==> src/rtl/tick_timer_pkg.sv <==
// tick_timer_pkg: shared state encoding and default sizing for the tick timer
//   state_e          : IDLE / RUN / FIRE countdown states
//   DEF_CNT_W        : default width of load value and remaining count
//   DEF_SYNC_STAGES  : default synchronizer depth on the divided clock
//   DEF_STALL_LIMIT  : default CLK cycles without a tick before stall (STALL_DETECT_EN)
package tick_timer_pkg;

    localparam int DEF_CNT_W       = 8;
    localparam int DEF_SYNC_STAGES = 2;
    localparam int DEF_STALL_LIMIT = 1000;

    typedef enum logic [1:0] {
        IDLE = 2'd0,
        RUN  = 2'd1,
        FIRE = 2'd2
    } state_e;

endpackage

==> src/rtl/tick_timer_if.sv <==
// tick_timer_if: command/status bundle between the elevator controller and the tick timer
//   start     : load load_val and start or restart the countdown
//   load_val  : delay in ticks
//   cancel    : abort countdown without done
//   tick      : one-CLK pulse per divided-clock rising edge
//   busy      : high while counting
//   done      : one-CLK pulse on expiry
//   remaining : ticks left, 0 when idle
//   stall     : sticky divided-clock-stopped flag
//   master modport = controller side, slave modport = timer side
interface tick_timer_if
    import tick_timer_pkg::*;
#(
    parameter int CNT_W = DEF_CNT_W
);

    logic             start;
    logic             cancel;
    logic [CNT_W-1:0] load_val;
    logic             tick;
    logic             busy;
    logic             done;
    logic [CNT_W-1:0] remaining;
    logic             stall;

    modport master (
        output start, cancel, load_val,
        input  tick, busy, done, remaining, stall
    );

    modport slave (
        input  start, cancel, load_val,
        output tick, busy, done, remaining, stall
    );

endinterface

==> src/rtl/tick_timer_sync.sv <==
// tick_sync: brings the divided clock ck into the CLK domain and emits a registered one-CLK tick per rising edge
//   CLK    : system clock
//   rst    : asynchronous active-low reset
//   ck_i   : divided slow clock, asynchronous level
//   tick_o : one-CLK pulse per ck rise, SYNC_STAGES+1 edges after first capture
module tick_sync
    import tick_timer_pkg::*;
#(
    parameter int SYNC_STAGES = DEF_SYNC_STAGES
) (
    input  logic CLK,
    input  logic rst,
    input  logic ck_i,
    output logic tick_o
);

    logic [SYNC_STAGES-1:0] sync_q;
    logic                   prev_q;
    logic                   primed_q;
    logic                   tick_q;

    // The first cycle after reset fills the whole chain and prev with the current
    // ck level, so a ck that is already high at reset release never looks like a rise.
    always_ff @(posedge CLK or negedge rst) begin
        if (!rst) begin
            sync_q   <= '0;
            prev_q   <= 1'b0;
            primed_q <= 1'b0;
            tick_q   <= 1'b0;
        end else if (!primed_q) begin
            sync_q   <= {SYNC_STAGES{ck_i}};
            prev_q   <= ck_i;
            primed_q <= 1'b1;
            tick_q   <= 1'b0;
        end else begin
            sync_q <= {sync_q[SYNC_STAGES-2:0], ck_i};
            prev_q <= sync_q[SYNC_STAGES-1];
            tick_q <= sync_q[SYNC_STAGES-1] & ~prev_q;
        end
    end

    assign tick_o = tick_q;

endmodule

==> src/rtl/tick_timer.sv <==
// tick_timer: turns divided-clock edges into ticks and counts them down from a loaded delay, pulsing done on expiry
//   CLK  : system clock
//   rst  : asynchronous active-low reset
//   ck_i : divided slow clock from the clock divider, asynchronous level
//   bus  : tick_timer_if.slave (start/load_val/cancel in; tick/busy/done/remaining/stall out)
//   Optional: define STALL_DETECT_EN to enable the sticky stall flag; otherwise stall is tied 0.
module tick_timer
    import tick_timer_pkg::*;
#(
    parameter int CNT_W       = DEF_CNT_W,
    parameter int SYNC_STAGES = DEF_SYNC_STAGES,
    parameter int STALL_LIMIT = DEF_STALL_LIMIT
) (
    input  logic          CLK,
    input  logic          rst,
    input  logic          ck_i,
    tick_timer_if.slave   bus
);

    if (SYNC_STAGES < 2 || STALL_LIMIT < 1) begin : g_bad_cfg
        $error("tick_timer: SYNC_STAGES must be >= 2 and STALL_LIMIT >= 1");
    end

    logic             tick;
    state_e           state_q;
    logic [CNT_W-1:0] remaining_q;

    tick_sync #(
        .SYNC_STAGES(SYNC_STAGES)
    ) u_sync (
        .CLK   (CLK),
        .rst   (rst),
        .ck_i  (ck_i),
        .tick_o(tick)
    );

    // Priority cancel > start > tick; cancel only matters while counting.
    // A count of 1 (or 0) on a tick expires instead of decrementing, so remaining never wraps.
    always_ff @(posedge CLK or negedge rst) begin
        if (!rst) begin
            state_q     <= IDLE;
            remaining_q <= '0;
        end else begin
            case (state_q)
                RUN: begin
                    if (bus.cancel) begin
                        state_q     <= IDLE;
                        remaining_q <= '0;
                    end else if (bus.start) begin
                        state_q     <= (bus.load_val == '0) ? FIRE : RUN;
                        remaining_q <= bus.load_val;
                    end else if (tick) begin
                        state_q     <= (remaining_q <= CNT_W'(1)) ? FIRE : RUN;
                        remaining_q <= (remaining_q <= CNT_W'(1)) ? '0 : remaining_q - 1'b1;
                    end
                end
                default: begin
                    state_q     <= bus.start ? ((bus.load_val == '0) ? FIRE : RUN) : IDLE;
                    remaining_q <= bus.start ? bus.load_val : '0;
                end
            endcase
        end
    end

    assign bus.tick      = tick;
    assign bus.busy      = (state_q == RUN);
    assign bus.done      = (state_q == FIRE);
    assign bus.remaining = remaining_q;

`ifdef STALL_DETECT_EN
    localparam int SW = $clog2(STALL_LIMIT + 1);

    logic [SW-1:0] stall_cnt_q, stall_cnt_d;
    logic          stall_q, stall_d;

    // Counts only cycles that stay in RUN with no tick and no restart; anything else clears it.
    always_comb begin
        stall_cnt_d = (state_q == RUN && !bus.cancel && !bus.start && !tick)
                    ? ((stall_cnt_q == SW'(STALL_LIMIT)) ? stall_cnt_q : stall_cnt_q + 1'b1)
                    : '0;
        stall_d     = bus.start ? 1'b0 : (stall_q | (stall_cnt_d == SW'(STALL_LIMIT)));
    end

    always_ff @(posedge CLK or negedge rst) begin
        if (!rst) begin
            stall_cnt_q <= '0;
            stall_q     <= 1'b0;
        end else begin
            stall_cnt_q <= stall_cnt_d;
            stall_q     <= stall_d;
        end
    end

    assign bus.stall = stall_q;
`else
    assign bus.stall = 1'b0;
`endif

endmodule
==> src/flat_wrapper.sv <==
// flat-port wrapper written by rule: the top's interface ports become plain ports
module tick_timer_flat import tick_timer_pkg::*;
#(
    parameter int CNT_W       = DEF_CNT_W,
    parameter int SYNC_STAGES = DEF_SYNC_STAGES,
    parameter int STALL_LIMIT = DEF_STALL_LIMIT
)
  (CLK, rst, ck_i, bus_start, bus_cancel, bus_load_val, bus_tick, bus_busy, bus_done, bus_remaining, bus_stall);
  tick_timer_if #(.CNT_W(CNT_W)) bus_i ();
  input  logic CLK;
  input  logic rst;
  input  logic ck_i;
  input wire logic [$bits(bus_i.start)-1:0] bus_start;
  input wire logic [$bits(bus_i.cancel)-1:0] bus_cancel;
  input wire logic [$bits(bus_i.load_val)-1:0] bus_load_val;
  output wire logic [$bits(bus_i.tick)-1:0] bus_tick;
  output wire logic [$bits(bus_i.busy)-1:0] bus_busy;
  output wire logic [$bits(bus_i.done)-1:0] bus_done;
  output wire logic [$bits(bus_i.remaining)-1:0] bus_remaining;
  output wire logic [$bits(bus_i.stall)-1:0] bus_stall;
  assign bus_i.start = bus_start;
  assign bus_i.cancel = bus_cancel;
  assign bus_i.load_val = bus_load_val;
  assign bus_tick = bus_i.tick;
  assign bus_busy = bus_i.busy;
  assign bus_done = bus_i.done;
  assign bus_remaining = bus_i.remaining;
  assign bus_stall = bus_i.stall;
  tick_timer #(.CNT_W(CNT_W), .SYNC_STAGES(SYNC_STAGES), .STALL_LIMIT(STALL_LIMIT)) u_core (.CLK(CLK), .rst(rst), .ck_i(ck_i), .bus(bus_i));
endmodule
==> config.mk <==
export PLATFORM = sky130hd
export DESIGN_NAME = tick_timer_flat
export DESIGN_NICKNAME = d
export VERILOG_FILES = /design/src/rtl/tick_timer_pkg.sv /design/src/rtl/tick_timer_if.sv /design/src/rtl/tick_timer_sync.sv /design/src/rtl/tick_timer.sv /design/src/flat_wrapper.sv
export SDC_FILE = /design/constraint.sdc
export NUM_CORES = 1
export LEC_CHECK = 0
export ABC_CLOCK_PERIOD_IN_PS = 2570
export CAP_MARGIN = 20
export CORE_ASPECT_RATIO = 0.9
export CORE_MARGIN = 4
export CORE_UTILIZATION = 45
export DETAILED_ROUTE_END_ITERATION = 8
export PLACE_DENSITY = 0.77
export SLEW_MARGIN = 20
export SYNTH_ARGS = -nofsm -noshare
export SYNTH_HDL_FRONTEND = slang
export SYNTH_SLANG_ARGS = --single-unit
==> constraint.sdc <==
create_clock -name CLK -period 2.57 [get_ports CLK]
set_input_delay 0.514 -clock CLK [delete_from_list [all_inputs] [get_ports CLK]]
set_output_delay 0.514 -clock CLK [all_outputs]
set_load 0.01 [all_outputs]
==> impl_results.md, run 1 <==
- Gr usage total: 17.6%
- Post-synthesis mux area share: 0%
- Hpwl dp: 1530 um
- Status: completed
- Synth unique cells: 35
- Final slew viol count: 0
- Row count: 14
- Filler cells: 155
- CTS Hold Buffers Added: 0
- Max Fanout on Critical Path: 6
- Clk buf depth: 2
- CTS tree: done
- Net Switching: 0.185 mW
- List of most frequent post-synthesis cells: dfrtp_1 (15), nand2_1 (7), nor2_1 (5)
- Post-route setup TNS: 0 ps
- Xor and xnor area share after synthesis: 0%
- Area Overhead vs Synth: 34.6%
- Critical Path Start Type: input port
- Main synth FF type: dfrtp_1
- Reg clk slew, reported paths: about 100 ps
- H-tree depth: 1
- Fin crit share: 85.4%
- Net Count, Synth: 97
- Root Buffer: clkbuf_4
- PwrDens: 516 nW/um2
- Worst-path cell chain: clkdlybuf4s50_1, or4b_1, nor2_1, nor4b_1, a211o_1
- Worst Hold Class: flop to flop
- Largest cells by area after synthesis: dfrtp_1 (45%), a221o_1 (3.6%), o41ai_4 (3.3%)
- RSZ-0062 raised after global routing: false
- Peak VDD IR: 0.310 mV
- Synthesis-stage register bit count: 15
- Cell taking the most area after synthesis: dfrtp_1
- Synth Instances: 82
- Total Wirelength: 2020 um
- Dpl ws: around 63 ps
- Adder-Cell Fraction of Synth Area: a little under 3%
- CP arrival: 2380 ps
- Maxcap violations: 0
- Post-Synthesis Cell Area: about 840 um2
- Main combinational cell family by area after synthesis: simple AND/OR/NAND/NOR gates
- Initial antenna violation count: 0
- CTS buffer count: 3
- Endpoints failing hold: 0
- CP endpoint kind: flop
- Global-route wire length before repair: 3440 um
- Post-DRT Antenna Nets: 0
- Largest net degree at the start of global routing: 16
- Slew headroom: 53.3%
- Final worst setup slack: 374 ps
- Cell with the most instances after synthesis: dfrtp_1
- Post-CTS resize count: 0
- Worst path slowest cell: or4b_1
- Clock sinks: 15
- Post-synth ARST share: between 90% and 100%
- Clk_skew: 9.16 ps
- Setup-failing EPs final: 0
- Avg Inst Size Synth: 10.3 um2
- Yosys warns: 0
- Synth top area share: 44.5%
- Post-DR wirelength/cell: 15.2 um
- Layout cells sized above 1: a little under a tenth
- Number of flops mapped to enable cells by yosys: 0
- Fmax: around 0.46 GHz
- Setup CP Type: input port to flop
- Area of the core: 1720 um2
- IO Pins: 25
- Worst skew pair latency: 290 ps
- I/O Buffers: 23
- Drc violations: 0
- Seq/Total Area, Yosys: 44.5%
- Least-Margin Pin Slew: 698 ps
- Post-CTS Setup Bufs: 0
- Vias in the first global route: 766
- Clock share of power: 23.4%
- Antenna diodes: 0
- Post-synthesis compound-gate area fraction: 20.9%
- Layout net count: 125
- Post-synthesis simple-gate area fraction: about 28%
- Die area: between 2000 and 3000 um2
- Pint: roughly 0.40 mW
- Initial Utilization: 49.1%
- Detailed router's first-iteration violation count: 38
- GPL Wtd Cong: a little over 0.9
- Via count: 773
- WP data required: 2750 ps
- Overflow after GRT: 0
- Minimum clock period: approximately 2200 ps
- Die W: 53.6 um
- Logic pwr share: between 20% and 30%
- DRT Pass-1 Iters: 4
- Leakage: 0.463 nW
- Die H: 49.1 um
- Switching Share: 31.6%
- Worst path max stage delay: 630 ps
- CP Buf/Inv Count: 1
- CP delay by family, top: simple AND/OR/NAND/NOR gates
- Reg power frac: just under 50%
- Vias per inst: between 5 and 6
[cell usage in the layout (no fill, tap or decap), types with 3 or more instances in the layout]
cell             netlist  layout
nand2_1                7       7
dfrtp_1               15      15
nor4_1                 4       4
a221o_1                3       3
nor3_1                 4       4
clkbuf_4               0       3
nor2_1                 5       5
clkdlybuf4s50_1        0      23
nand3_1                3       3
nand2b_1               3       3
o21ai_0                4       4
[sequential cells by signal, indices dropped and copies added (netlist names)]
name,cells
u_core.bus.remaining,8
u_core.u_sync.sync_q,2
u_core.u_sync.prev_q,1
u_core.u_sync.primed_q,1
u_core.u_sync.tick_o,1
u_core.state_q,2
[routing by layer]
| layer | vias up | GRT usage [%] | wire length, um |
|---|---|---|---|
| li1 | 370 | - | - |
| met1 | 367 | 25.5 | 972 |
| met2 | 34 | 26.3 | 899 |
| met3 | 2 | 2.75 | 140 |
| met4 | 0 | 5.53 | 10 |
| met5 | - | 0 | 0 |
[stage by stage]
| stage | cells | util, % | cell area [um2] | power (mW) | hold slack (ps) |
|---|---|---|---|---|---|
| after floorplan | 82 | - | 843 | 0.372 | 218 |
| after global placement | 129 | 64.5 | 1110 | 0.449 | 383 |
| after detailed placement | 129 | 64.5 | 1110 | 0.452 | 392 |
| after CTS | 133 | 66.1 | 1130 | 0.588 | 405 |
| after global routing | 133 | 66.1 | 1130 | 0.623 | 420 |
| final | 133 | 66.1 | 1130 | 0.585 | 401 |
[power by group through the flow]
| stage | logic (mW) | clock network, mW | registers, mW |
|---|---|---|---|
| after floorplan | 0.0865 | 0 | 0.285 |
| after global placement | 0.161 | 0 | 0.288 |
| after detailed placement | 0.163 | 0 | 0.289 |
| after CTS | 0.164 | 0.139 | 0.285 |
| after global routing | 0.180 | 0.155 | 0.288 |
| final | 0.163 | 0.137 | 0.285 |
[cell families after synthesis]
kind of cell,Yosys count
compound gates,20
other cells,2
simple gates,39
buf+inv,4
fa+ha+maj,2
flops,15
[worst paths after layout]
check,start,endpoint,slack (ps),cells past startpoint
worst max-delay path,bus_start,u_core.bus.remaining[4]$_DFFE_PN0P_,370,5
worst min-delay path,u_core.u_sync.prev_q$_DFF_PN0_,u_core.u_sync.tick_o$_DFF_PN0_,400,1
worst max register to register,u_core.bus.remaining[6]$_DFFE_PN0P_,u_core.bus.remaining[4]$_DFFE_PN0P_,520,4
worst min register to register,u_core.u_sync.prev_q$_DFF_PN0_,u_core.u_sync.tick_o$_DFF_PN0_,400,1
max in group asynchronous,rst,u_core.u_sync.primed_q$_DFF_PN0_,1480,1
min in group asynchronous,rst,u_core.bus.remaining[4]$_DFFE_PN0P_,630,1
[worst reg2reg max path, delay by kind of cell (launching register included)]
| family | cells | cell delay [ps] |
|---|---|---|
| AO/OA/AOI/OAI | 3 | 930 |
| flip-flops | 1 | 440 |
| AND/OR/NAND/NOR | 1 | 580 |
[layout make-up]
| type | instances | area [um2] | share of cell area, % |
|---|---|---|---|
| Multi-Input combinational cell | 63 | 449 | 39.6 |
| Tap cell | 24 | 30.0 | 2.65 |
| Clock buffer | 3 | 22.5 | 1.98 |
| Sequential cell | 15 | 375 | 33.1 |
| Inverter | 2 | 7.51 | 0.662 |
| Timing Repair Buffer | 25 | 245 | 21.6 |
| Clock inverter | 1 | 5.00 | 0.441 |
(Power assumes the default switching activity.)
==> run 2: changes to the inputs <==
--- a/config.mk
+++ b/config.mk
@@ -11,8 +11,8 @@
 export CORE_MARGIN = 4
 export CORE_UTILIZATION = 45
 export DETAILED_ROUTE_END_ITERATION = 8
-export PLACE_DENSITY = 0.77
-export SLEW_MARGIN = 20
+export PLACE_DENSITY = 0.78
+export SLEW_MARGIN = 0
 export SYNTH_ARGS = -nofsm -noshare
 export SYNTH_HDL_FRONTEND = slang
 export SYNTH_SLANG_ARGS = --single-unit
==> impl_results.md, run 2 (synthesis gave the netlist of run 1 again) <==
- I/O Buffers: 23 (unchanged)
- Layout net count: 126 (+0.80%)
- Fin crit share: 84.2% (-1.2 points)
- Critical Path Start Type: input port
- Drc violations: 0 (unchanged)
- Global-route wire length before repair: 3310 um (-3.8%)
- Reg power frac: 48.8% (about the same)
- Commonest non-fill, non-tap cell in the layout: clkdlybuf4s50_1
- Die H: 49.1 um (unchanged)
- Detailed router's first-iteration violation count: 25 (-34%)
- CTS Hold Buffers Added: 0 (unchanged)
- Logic pwr share: 28.3% (+0.4 points)
- Post-Route Utilization: 66.5% (+0.36 points)
- WP data required: 2740 ps (about the same)
- Commonest non-fill, non-tap cells in the layout: clkdlybuf4s50_1 (23), dfrtp_1 (15), nand2_1 (7)
- Post-DR wirelength/cell: 14.7 um (-3.2%)
- Gr usage total: 16.9% (-0.70 points)
- Vias in the first global route: 706 (-7.8%)
- GPL Wtd Cong: 0.906 (about the same)
- Setup-failing EPs final: 0 (unchanged)
- Maxcap violations: 0 (unchanged)
- CTS buffer count: 3 (unchanged)
- Die area: 2630 um2 (unchanged)
- Vias per inst: 5.66 (-2.7%)
- H-tree depth: 1 (unchanged)
- Clk buf depth: 2 (unchanged)
- Filler cells: 161 (+3.9%)
- Worst skew pair latency: 280 ps (about the same)
- Reg area: 375 um2 (unchanged)
- Minimum clock period: 2160 ps (-31.7 ps)
- Max reg flops: 8 (unchanged)
- Die W: 53.6 um (unchanged)
- Largest net degree at the start of global routing: 16 (unchanged)
- Pint: 0.404 mW (+0.87%)
- Switching Share: 30.5% (-1.1 points)
- Row count: 14 (unchanged)
- Crit Reg-Reg Startpoint: u_core.bus.remaining[6]$_DFFE_PN0P_
- Worst r2r dst: u_core.bus.remaining[3]$_DFFE_PN0P_
- Net Switching: 0.177 mW (-4.4%)
- Reg2Reg Depth: 4 (unchanged)
- Leakage: 0.466 nW (+0.56%)
- Hold endpoint: u_core.u_sync.tick_o$_DFF_PN0_
- Total Wirelength: 1970 um (-2.5%)
- Reg clk slew, reported paths: 90 ps (about the same)
- Endpoints failing hold: 0 (unchanged)
- Layout cells sized above 1: 9.09% (-0.083 points)
- Peak VDD IR: 0.361 mV (+17%)
- Clock share of power: 22.9% (-0.5 points)
- Hold Slack: 408 ps (+6.31 ps)
- Post-CTS Setup Bufs: 0 (unchanged)
- Worst hold path depth: 1 (unchanged)
- Power Total: 0.581 mW (-0.78%)
- Max Fanout on Critical Path: 6 (unchanged)
- Least-Margin Pin Slew: 673 ps (-25.3 ps)
- Clock sinks: 15 (unchanged)
- Area Overhead vs Synth: 35.3%
- RSZ-0062 raised after global routing: false
- Via count: 758 (-1.9%)
- Clk_skew: 6.88 ps (-2.27 ps)
- IO Pins: 25 (unchanged)
- Post-CTS resize count: 0 (unchanged)
- Final slew viol count: 0 (unchanged)
- Area of the core: 1720 um2 (unchanged)
- Antenna diodes: 0 (unchanged)
- CTS tree: done
- Setup CP Type: input port to flop
- Initial Utilization: 49.1% (unchanged)
- Hold Crit Start: u_core.u_sync.prev_q$_DFF_PN0_
- Status: completed
- Slew headroom: 55.0% (+1.7 points)
- CP endpoint kind: flop
- Hpwl dp: 1510 um (-1.1%)
- Overflow after GRT: 0 (unchanged)
- Post-route setup TNS: 0 ps (unchanged)
- CP arrival: 2340 ps (-40 ps)
- PwrDens: 509 nW/um2 (-1.3%)
- Initial antenna violation count: 0 (unchanged)
- Post-DRT Antenna Nets: 0 (unchanged)
- Worst Hold Class: flop to flop
- Multi-input gate area: 449 um2 (unchanged)
- Root Buffer: clkbuf_4
- Fmax: 0.462 GHz (+1.5%)
- R2R setup slack: 520 ps (about the same)
- DRT Pass-1 Iters: 4 (unchanged)
==> run 2: worst max-delay path by stage <==
stage | to | from | slack (ps)
2_1_floorplan | u_core.bus.remaining[4]$_DFFE_PN0P_ | u_core.bus.remaining[6]$_DFFE_PN0P_ | 690
4_1_cts | u_core.bus.remaining[1]$_DFFE_PN0P_ | bus_start | 410
6_report | u_core.bus.remaining[1]$_DFFE_PN0P_ | bus_start | 410
3_3_place_gp | u_core.bus.remaining[1]$_DFFE_PN0P_ | bus_start | 170
3_5_place_dp | u_core.bus.remaining[4]$_DFFE_PN0P_ | bus_start | 110
5_1_grt | u_core.bus.remaining[4]$_DFFE_PN0P_ | bus_start | 250
==> run 2: routing by layer <==
metal | global-route usage, % | part of all wire [%] | vias to the layer above
met5 | 0 | 0 | -
met4 | 4.68 | 0.71 | 0
met3 | 6.12 | 9.4 | 2
met2 | 23.9 | 43 | 39
met1 | 23.9 | 47 | 348
li1 | - | - | 369
==> run 2: area by class of cell <==
cell class	instances	share of cell area, %
Tap cell	24	2.63
Timing Repair Buffer	26	22.1
Multi-Input combinational cell	63	39.4
Sequential cell	15	32.9
Inverter	2	0.658
Clock buffer	4	2.30
==> run 2: power groups by stage <==
| stage | registers, mW | logic (mW) | clock network [mW] |
|---|---|---|---|
| 5_1_grt | 0.287 | 0.181 | 0.155 |
| 6_report | 0.284 | 0.164 | 0.133 |
| 2_1_floorplan | 0.285 | 0.0865 | 0 |
| 3_3_place_gp | 0.287 | 0.161 | 0 |
| 3_5_place_dp | 0.288 | 0.164 | 0 |
| 4_1_cts | 0.283 | 0.165 | 0.138 |
==> run 2: per-stage QoR <==
step	setup slack, ps	instance area, um2	std cells
after floorplan	688	843	82
after global placement	165	1110	130
after detailed placement	111	1110	130
after CTS	409	1140	134
after global routing	254	1140	134
final	406	1140	134
==> run 2: worst max-delay path: stages <==
cell,delay (ps)
clkdlybuf4s50_1,470
or4b_1,620
nor2_1,340
nor3_1,100
a221o_1,280
==> run 3: changes to the inputs <==
--- a/config.mk
+++ b/config.mk
@@ -5,13 +5,13 @@
 export SDC_FILE = /design/constraint.sdc
 export NUM_CORES = 1
 export LEC_CHECK = 0
-export ABC_CLOCK_PERIOD_IN_PS = 2570
+export ABC_CLOCK_PERIOD_IN_PS = 1870
 export CAP_MARGIN = 20
 export CORE_ASPECT_RATIO = 0.9
 export CORE_MARGIN = 4
-export CORE_UTILIZATION = 45
+export CORE_UTILIZATION = 41
 export DETAILED_ROUTE_END_ITERATION = 8
-export PLACE_DENSITY = 0.78
+export PLACE_DENSITY = 0.75
 export SLEW_MARGIN = 0
 export SYNTH_ARGS = -nofsm -noshare
 export SYNTH_HDL_FRONTEND = slang
==> constraint.sdc (replaced) <==
create_clock -name CLK -period 1.87 [get_ports CLK]
set_input_delay 0.374 -clock CLK [delete_from_list [all_inputs] [get_ports CLK]]
set_output_delay 0.374 -clock CLK [all_outputs]
set_load 0.01 [all_outputs]
==> impl_results.md, run 3 (synthesis gave the netlist of run 1 again) <==
- CP Buf/Inv Count: 1 (unchanged)
- Total Wirelength: 2280 um (+15%)
- Vias in the first global route: 789 (+12%)
- Minimum clock period: 1820 ps
- Status: completed
- I/O Buffers: 23 (unchanged)
- CP arrival: 2000 ps (-340 ps)
- Fmax: between 0.5 and 0.6 GHz
- Max Fanout on Critical Path: 5 (-1)
- Overflow after GRT: 0 (unchanged)
- Setup-failing EPs final: 0 (unchanged)
- Filler cells: 157 (-2.5%)
- GR met3 Demand/Resource: 5.81% (-0.31 points)
- IO Pins: 25 (unchanged)
- Global-route wire length before repair: 3700 um (+12%)
- Placed Cells incl. Taps: 141 (+8.5%)
- Die area: 2850 um2 (+8.2%)
- CP delay by family, top: simple AND/OR/NAND/NOR gates
- Commonest non-fill, non-tap cell in the layout: clkdlybuf4s50_1
- Hpwl dp: 1670 um (+10%)
- Critical Path Start Type: flop
- Die W: 55.8 um (+4.1%)
- Antenna diodes: 0 (unchanged)
- Clk buf depth: 2 (unchanged)
- Worst-path cell chain: or4_4, o41ai_4, buf_6, nor3_1, a221o_1
- Area of the core: 1930 um2 (+13%)
- Area of placed instances: 1190 um2 (+6.8%)
- Worst path max stage delay: 570 ps (-50 ps)
- Endpoints failing hold: 0 (unchanged)
- H-tree depth: 1 (unchanged)
- Post-Layout Cell Count: 147 (+9.7%)
- GPL Wtd Cong: 0.922 (+1.7%)
- PwrDens: 676 nW/um2 (+33%)
- WP data required: 2040 ps (-700 ps)
- Grt met2 use: 27.6% (+3.7 points)
- Initial antenna violation count: 0 (unchanged)
- Max reg flops: 8 (unchanged)
- Worst path slowest cell: or4_4
- Leakage: 0.549 nW (+18%)
- Layout cells sized above 1: 22.1% (+13 points)
- Maxcap violations: 0 (unchanged)
- Row count: 15 (+1)
- Worst Hold Class: input port to async pin
- Hold Slack: 392 ps (-15.4 ps)
- Reg area: 377 um2 (+0.33%)
- CTS tree: done
- Setup CP Type: flop to flop
- RSZ-0062 raised after global routing: true
- Multi-input gate area: 468 um2 (+4.2%)
- Clock sinks: 15 (unchanged)
- Fin crit share: 97.5%
- Clk_skew: 3.09 ps (-3.79 ps)
- Post-DR wirelength/cell: 15.5 um (+5.2%)
- Drc violations: 0 (unchanged)
- Reg clk slew, reported paths: 90 ps (about the same)
- Peak VDD IR: 0.642 mV (+78%)
- CTS buffer count: 3 (unchanged)
- Vias per inst: 5.76 (+1.9%)
- Worst skew pair latency: 280 ps (about the same)
- Layout net count: 138 (+9.5%)
- Initial Utilization: 43.6% (-5.5 points)
- Post-route cell area: 1260 um2 (+11%)
- CP endpoint kind: flop
- Post-DRT Antenna Nets: 0 (unchanged)
- Die H: 51.0 um (+4.0%)
- Final slew viol count: 0 (unchanged)
- GRT Max-Usage Layer: met2
- Detailed router's first-iteration violation count: 27 (+8.0%)
- DRT Pass-1 Iters: 5 (+1)
- Via count: 847 (+12%)
- Area Overhead vs Synth: 49.6%
- GR Util met1: 21.6% (-2.3 points)
- Largest net degree at the start of global routing: 16 (unchanged)
- Root Buffer: clkbuf_4
- Commonest non-fill, non-tap cells in the layout: clkdlybuf4s50_1 (21), buf_4 (14), dfrtp_1 (14)
- Gr usage total: 16.7% (-0.17 points)
[run 3: per-layer routing]
layer | wire [um] | up-vias
met2 | 1060 | 39
met1 | 1020 | 407
met3 | 181 | 4
met5 | 0 | -
li1 | - | 397
met4 | 10 | 0
[run 3: final timing paths]
path / slack, ps / start / cells after the start / to
worst max-delay path: 50 / u_core.bus.remaining[6]$_DFFE_PN0P_ / 5 / u_core.bus.remaining[0]$_DFFE_PN0P_
worst min-delay path: 390 / rst / 2 / u_core.bus.remaining[2]$_DFFE_PN0P_
worst max register to register: 50 / u_core.bus.remaining[6]$_DFFE_PN0P_ / 5 / u_core.bus.remaining[0]$_DFFE_PN0P_
worst min register to register: 400 / u_core.u_sync.prev_q$_DFF_PN0_ / 1 / u_core.u_sync.tick_o$_DFF_PN0_
max in group asynchronous: 1290 / rst / 2 / u_core.bus.remaining[2]$_DFFE_PN0P_
min in group CLK: 400 / u_core.u_sync.prev_q$_DFF_PN0_ / 1 / u_core.u_sync.tick_o$_DFF_PN0_
[run 3: through the flow]
step / setup TNS, ps / util [%] / total power [mW] / setup WS [ps]
2_1_floorplan: -11.8 / - / 0.511 / -11.8
4_1_cts: -24.9 / 63.8 / 0.849 / -24.9
3_5_place_dp: -1830 / 61.6 / 0.654 / -318
6_report: 0 / 65.2 / 0.852 / 46.2
3_3_place_gp: -1610 / 61.6 / 0.650 / -286
5_1_grt: -32.0 / 65.2 / 0.907 / -17.0
[run 3: cell type report]
type                            count  area share [%]
Multi-Input combinational cell     63            37.1
Sequential cell                    15            29.9
Timing Repair Buffer               38            27.9
Tap cell                           25            2.48
Clock buffer                        4            2.08
Inverter                            2           0.595
[run 3: worst register-to-register path, cell delays in order, from the launching register on]
cell and delay, ps:
dfrtp_1 390, or4_4 570, o41ai_4 280, buf_6 180, nor3_1 40, a221o_1 260
[run 3: repair_timing]
| item | in CTS | in global routing |
|---|---|---|
| hold buffers | 0 | 0 |
| cloned | 0 | 1 |
| resized for setup | 2 | 8 |
| pin swaps | 1 | 4 |
| setup endpoints to repair | 7 | 9 |
| buffers inserted | 1 | 0 |
[run 3: power breakdown]
group          internal (mW)  switching [mW]
sequential             0.351          0.0298
clock                 0.0829           0.106
combinational          0.153           0.130
total                  0.587           0.266
